## src/rtl/noc_pkg.sv

```systemverilog
// Shared NoC definitions: flit-type codes, input-channel FSM states and
// the port/status field widths used across the router.
package noc_pkg;

    localparam int PORT    = 4;
    localparam int PORTW   = 2;
    localparam int DSTATUS = 1;

    localparam logic [DSTATUS:0] MULTABS   = 2'b11;
    localparam logic [PORTW:0]   PORT_LAST = (PORTW+1)'(PORT);

    typedef enum logic [1:0] {
        BODY     = 2'b00,
        HEAD     = 2'b01,
        TAIL     = 2'b10,
        HEADTAIL = 2'b11
    } flit_type_t;

    typedef enum logic [1:0] {
        IDLE = 2'b00,
        WAIT = 2'b01,
        SEND = 2'b10
    } state_t;

    function automatic logic is_header(input logic [1:0] t);
        return (t == HEAD) || (t == HEADTAIL);
    endfunction

endpackage

```

## src/rtl/inport_fifo.sv

```systemverilog
// Circular buffer for the input channel; DEPTH must be a power of two so the
// pointers wrap on their own. Caller never writes when full or reads when empty.
module inport_fifo #(
    parameter int DEPTH = 4,
    parameter int W     = 32
) (
    input  logic                       clk,
    input  logic                       rst_,
    input  logic                       i_wr_en,
    input  logic [W-1:0]               i_wr_data,
    input  logic                       i_rd_en,
    output logic [W-1:0]               o_rd_data,
    output logic [$clog2(DEPTH):0]     o_count,
    output logic                       o_nonempty,
    output logic                       o_full
);
    localparam int AW = $clog2(DEPTH);
    localparam logic [AW:0] FULL_CNT = (AW+1)'(DEPTH);

    logic [W-1:0]  r_mem [DEPTH];
    logic [AW-1:0] r_wptr;
    logic [AW-1:0] r_rptr;
    logic [AW:0]   r_count;

    always_ff @(posedge clk) begin
        if (i_wr_en) r_mem[r_wptr] <= i_wr_data;
    end

    always_ff @(posedge clk or negedge rst_) begin
        if (!rst_) begin
            r_wptr  <= '0;
            r_rptr  <= '0;
            r_count <= '0;
        end else begin
            if (i_wr_en) r_wptr <= r_wptr + 1'b1;
            if (i_rd_en) r_rptr <= r_rptr + 1'b1;
            case ({i_wr_en, i_rd_en})
                2'b10:   r_count <= r_count + 1'b1;
                2'b01:   r_count <= r_count - 1'b1;
                default: r_count <= r_count;
            endcase
        end
    end

    assign o_rd_data  = r_mem[r_rptr];
    assign o_count    = r_count;
    assign o_nonempty = (r_count != '0);
    assign o_full     = (r_count == FULL_CNT);

endmodule

```

## src/rtl/inport_reqgen.sv

```systemverilog
// Router input channel: buffers flits, requests the routed output port and
// streams the packet once granted. INPORT_STARVE_EN adds the starve flag.
module inport_reqgen
    import noc_pkg::*;
#(
    parameter int PORTID = 0,
    parameter int DEPTH  = 4,
    parameter int FLITW  = 32
) (
    input  logic                   clk,
    input  logic                   rst_,
    input  logic                   in_valid,
    input  logic [FLITW-1:0]       in_flit,
    input  logic [1:0]             in_type,
    input  logic [PORTW:0]         in_port,
    input  logic [DSTATUS:0]       in_multab,
    output logic                   in_ready,
    output logic                   req,
    output logic [PORTW:0]         port,
    output logic [DSTATUS:0]       multab,
    input  logic [PORT:0]          grt,
    input  logic [PORT:0]          multab_ct,
    input  logic [PORT:0]          dn_ready,
    output logic                   out_valid,
    output logic [FLITW-1:0]       out_flit,
    output logic                   err_drop,
`ifdef INPORT_STARVE_EN
    output logic                   starve,
`endif
    output state_t                 dbg_state,
    output logic [$clog2(DEPTH):0] dbg_count,
    output logic [PORTW:0]         dbg_portid
);
    // Upstream flit moves on in_valid & in_ready; a flit leaves on out_valid,
    // which already includes the grant, downstream ready and FIFO occupancy.
    localparam int EW = 2 + (PORTW+1) + (DSTATUS+1) + FLITW;

    logic [EW-1:0]            w_wr_data;
    logic [EW-1:0]            w_rd_data;
    logic [$clog2(DEPTH):0]   w_count;
    logic                     w_nonempty;
    logic                     w_full;
    logic [1:0]               w_head_type;
    logic [PORTW:0]           w_head_port;
    logic [DSTATUS:0]         w_head_multab;
    logic [FLITW-1:0]         w_head_flit;

    state_t                   r_state;
    state_t                   w_next;
    logic [PORTW:0]           r_port;
    logic [DSTATUS:0]         r_multab;
    logic                     w_latch;
    logic                     w_drop;
    logic                     w_grt_sel;
    logic                     w_dn_sel;
    logic                     w_ct_ok;
    logic                     w_gsel;
    logic                     w_xfer;

    assign w_wr_data = {in_type, in_port, in_multab, in_flit};
    assign {w_head_type, w_head_port, w_head_multab, w_head_flit} = w_rd_data;

    inport_fifo #(.DEPTH(DEPTH), .W(EW)) u_fifo (
        .clk        (clk),
        .rst_       (rst_),
        .i_wr_en    (in_valid & ~w_full),
        .i_wr_data  (w_wr_data),
        .i_rd_en    (w_xfer | w_drop),
        .o_rd_data  (w_rd_data),
        .o_count    (w_count),
        .o_nonempty (w_nonempty),
        .o_full     (w_full)
    );

    // Port codes above the last output select nothing rather than wrapping.
    always_comb begin
        w_grt_sel = 1'b0;
        w_dn_sel  = 1'b0;
        if (r_port <= PORT_LAST) begin
            w_grt_sel = grt[r_port];
            w_dn_sel  = dn_ready[r_port];
        end
    end

    assign w_ct_ok = (r_multab != MULTABS) || (multab_ct == '0);
    assign w_gsel  = w_grt_sel & w_dn_sel & w_ct_ok;
    assign w_xfer  = (r_state != IDLE) & w_nonempty & w_gsel;

    always_comb begin
        w_next  = r_state;
        w_latch = 1'b0;
        w_drop  = 1'b0;
        case (r_state)
            IDLE: begin
                if (w_nonempty) begin
                    if (is_header(w_head_type)) begin
                        w_latch = 1'b1;
                        w_next  = WAIT;
                    end else begin
                        w_drop = 1'b1;
                    end
                end
            end
            WAIT: begin
                if (w_xfer) w_next = (w_head_type == HEADTAIL) ? IDLE : SEND;
            end
            SEND: begin
                if (w_xfer && (w_head_type == TAIL)) w_next = IDLE;
            end
            default: w_next = IDLE;
        endcase
    end

    always_ff @(posedge clk or negedge rst_) begin
        if (!rst_) begin
            r_state  <= IDLE;
            r_port   <= '0;
            r_multab <= '0;
        end else begin
            r_state <= w_next;
            if (w_latch) begin
                r_port   <= w_head_port;
                r_multab <= w_head_multab;
            end
        end
    end

`ifdef INPORT_STARVE_EN
    logic [7:0] r_starve_cnt;

    // Any cycle that leaves WAIT (or is not in it) restarts the count.
    always_ff @(posedge clk or negedge rst_) begin
        if (!rst_) begin
            r_starve_cnt <= '0;
        end else if ((r_state == WAIT) && (w_next == WAIT)) begin
            if (!w_xfer && (r_starve_cnt != 8'hFF)) r_starve_cnt <= r_starve_cnt + 1'b1;
        end else begin
            r_starve_cnt <= '0;
        end
    end

    assign starve = r_starve_cnt[7];
`endif

    assign in_ready   = ~w_full;
    assign req        = (r_state != IDLE);
    assign port       = r_port;
    assign multab     = r_multab;
    assign out_valid  = w_xfer;
    assign out_flit   = w_head_flit;
    assign err_drop   = w_drop;
    assign dbg_state  = r_state;
    assign dbg_count  = w_count;
    assign dbg_portid = (PORTW+1)'(PORTID);

endmodule

```

## config.mk

```make
export PLATFORM = sky130hd
export DESIGN_NAME = inport_reqgen
export DESIGN_NICKNAME = d
export VERILOG_FILES = /design/src/rtl/noc_pkg.sv /design/src/rtl/inport_fifo.sv /design/src/rtl/inport_reqgen.sv
export SDC_FILE = /design/constraint.sdc
export NUM_CORES = 1
export LEC_CHECK = 0
export ABC_AREA = 1
export BUFFER_PORTS_ARGS = -buffer_cell sky130_fd_sc_hd__buf_2
export CAP_MARGIN = 20
export CORE_MARGIN = 2
export CORE_UTILIZATION = 50
export CTS_CLUSTER_DIAMETER = 200
export DETAILED_ROUTE_END_ITERATION = 7
export HOLD_SLACK_MARGIN = 0.15
export PLACE_DENSITY = 0.71
export REMOVE_ABC_BUFFERS = 1
export SETUP_SLACK_MARGIN = 0.15
export SLEW_MARGIN = 20
export SYNTH_ARGS = -nofsm -noshare
export SYNTH_HDL_FRONTEND = slang
export SYNTH_HIERARCHICAL = 1
export SYNTH_SLANG_ARGS = --single-unit
```

## constraint.sdc

```tcl
create_clock -name clk -period 3.69 [get_ports clk]
set_input_delay 0.1845 -clock clk [delete_from_list [all_inputs] [get_ports clk]]
set_output_delay 0.1845 -clock clk [all_outputs]
set_load 0.005 [all_outputs]
```

==> flow_summary_export.csv <==
group,metric,value,unit
clock_network,cts.path.max_buffers,2,
floorplan,rows,44,
grt,grt_pass1_wl,21400,um
synth,async_flop_share,8.24,%
power_and_ir_drop,p_int,4.38,mW
timing,setup_ws,1.09,ns
power_and_ir_drop,peakVddDrop,0.436,mV
power_and_ir_drop,clkPwrFrac,23.6,%
synth,yosysTopAreaCell,"edfxtp_1",
power_and_ir_drop,p_comb_share,35.1,%
clock_network,cts_tree,"done",
route,vias,4703,
floorplan,pin_count,106,
clock_network,root_buffer,"clkbuf_16",
synth,yosysMostFrequentCell,"nand2_1",
synth,synth_seq_cells,170,
setup_path,cp.required,3.51,ns
cells_and_area,final_cells,986,
timing,rsz0062_at_grt,"no",
setup_path,path_class,"register to primary output",
cells_and_area,stdcell_area,8850,um2
clock_network,numClockSinks,170,
clock_network,clk_latency,0.41,ns
floorplan,initial_core_util,51.0,%
synth,yosys-top-cells-area,"edfxtp_1, nand2_1, inv_1, dfrtp_1, nor2_1",
synth,ys.warnings.count,6,
floorplan,die_x,126,um
power_and_ir_drop,powerDensity,766,nW/um2
grt,grt_start_max_net_pins,125,
hold_path,hold_path.class,"input port to asynchronous set/reset pin",
synth,yosys-top-cells-count,"nand2_1, edfxtp_1, inv_1",
grt,antenna_found_initial,0,
route,drt_pass1_iterations,4,
cells_and_area,nets,852,
timing,fin_crit_sh,70.3,%
timing,slew_headroom,30.3,%
placement,dpl.hpwl,7620,um
route,wl,13400,um
floorplan,fp.dieH,126,um
cells_and_area,drive_above_1_share,21.6,%
clock_network,htreeDepth,4,
synth,syn_area,7380,um2
timing,setup_viol,0,
timing,finalMaxSlewViolations,0,
route,drt_iter0_markers,229,
synth,synthCells,654,
power_and_ir_drop,seq_power_share,41.2,%
synth,synth_area_per_cell,11.3,um2
grt,grt_overflow,0,
setup_path,cp-end-kind,"primary output",
placement,gp_congestion,0.770,
setup_path,arrival,2.41,ns
synth,synth-edff-count,156,
synth,synth.distinct_cells,30,
timing,worstMarginPinSlew,1.04,ns
synth,seq_area_frac_synth,68.2,%
power_and_ir_drop,swShare,35.4,%
timing,hold_ws,0.209,ns
power_and_ir_drop,power,6.78,mW
clock_network,clk_pin_slew_worst_paths,0.06,ns
cells_and_area,syn2layout_area_growth,19.9,%
timing,period_needed,2.60,ns
floorplan,die-area,15800,um2
power_and_ir_drop,p_leak,3.88,nW
synth,synth_top_area_share,63.4,%
clock_network,ctsResizeCount,0,
route,drc,0,
job,drv_cap,0,
timing,fmax,385,MHz
clock_network,hold_buffers,40,
route,ant_nets,0,
clock_network,numCtsBuffers,17,
setup_path,start_kind,"register",
synth,ys.flop_type,"edfxtp_1",
route,vias_per_cell,4.77,
power_and_ir_drop,power.switching,2.40,mW
placement,dp_cells,914,
cells_and_area,diodes,0,
timing,fin_skew,0.00393,ns
placement,port_buffers,102,
placement,placedInstanceArea,7910,um2
grt,grt_pass1_vias,4569,
clock_network,post_cts_buffers,0,
grt,track_usage,17.4,%
status,status,"complete, no violations",
placement,pre_cts_ws,1.17,ns
timing,hold_viol,0,
floorplan,core,14500,um2
route,wl_per_cell,13.5,um
setup_path,worst-path-max-fanout,124,
-- cells by family (layout without fill, tap and decap cells) --
family	count (synthesis)	after routing	share of synthesized area [%]
buffers and inverters	135	281	8.56
XOR/XNOR	4	4	0.475
adder cells (fa/ha/maj)	6	6	1.12
AO/OA/AOI/OAI	45	45	5.90
flip-flops	170	170	68.2
other	1	3	0.0508
AND/OR/NAND/NOR	290	290	15.3
multiplexers	3	3	0.458
-- flip-flops by register name, indices dropped and copies added, names as in the netlist --
signal and flops:
multab 2, port 3, u_fifo/r_wptr 2, dbg_state 2
u_fifo/r_mem 156, u_fifo/r_rptr 2, u_fifo/o_count 3
-- cells in the final DEF (no fill, tap or decap), types with 13 or more instances in the layout --
cell type        n
dfrtp_1         13
o211ai_1        18
edfxtp_1       156
inv_1           98
dlygate4sd3_1   40
nor2_1          86
clkbuf_16       17
nand2_1        187
o211ai_2        21
buf_2          102
-- critical path, stage by stage, from the launching register on --
cell	delay, ns
dfrtp_4	0.67
buf_6	0.74
nor2_1	0.12
nor2_1	0.14
nand2_1	0.06
nand2_1	0.10
buf_2	0.13
-- per-layer routing --
metal	part of all wire [%]	global-route usage (%)	vias up
met1	41	20.1	2199
met2	51	30.4	119
met3	6.5	6.08	16
li1	-	-	2369
met5	0	0	-
met4	1.4	5.95	0
-- power groups by stage --
stage	Clock (mW)	Combinational (mW)	Sequential (mW)
6_report	1.60	2.38	2.79
5_1_grt	1.72	2.69	2.84
4_1_cts	1.64	2.43	2.79
3_5_place_dp	0	2.38	2.83
3_3_place_gp	0	2.30	2.81
2_1_floorplan	0	1.47	2.93
-- worst paths after layout --
path	slack (ns)	from	cells after the start	end
hold reg to reg	0.49	u_fifo/o_count[2]$_DFFE_PN0P_	2	u_fifo/o_count[2]$_DFFE_PN0P_
hold / removal	0.21	rst_	2	multab[0]$_DFFE_PN0P_
min in group clk	0.21	in_valid	5	u_fifo/r_wptr[1]$_DFFE_PN0P_
setup / recovery	1.09	u_fifo/r_rptr[0]$_DFFE_PN0P_	6	out_flit[19]
max in group asynchronous	3.20	rst_	2	u_fifo/r_rptr[0]$_DFFE_PN0P_
setup reg to reg	1.24	u_fifo/r_rptr[0]$_DFFE_PN0P_	10	u_fifo/o_count[1]$_DFFE_PN0P_
-- per-stage QoR --
step           util [%]  setup TNS [ns]
2_1_floorplan         -           -5.11
3_3_place_gp       54.6               0
3_5_place_dp       54.6               0
4_1_cts            61.1               0
5_1_grt            61.1               0
6_report           61.1               0
-- final cells by class --
class	count	area [um2]
Clock buffer	19	433
Multi-Input combinational cell	351	1720
Sequential cell	170	5040
Fill cell	1146	5630
Inverter	105	394
Clock inverter	13	103
Tap cell	184	230
Timing Repair Buffer	144	930
Note: power is estimated with default switching activity, not from simulation.
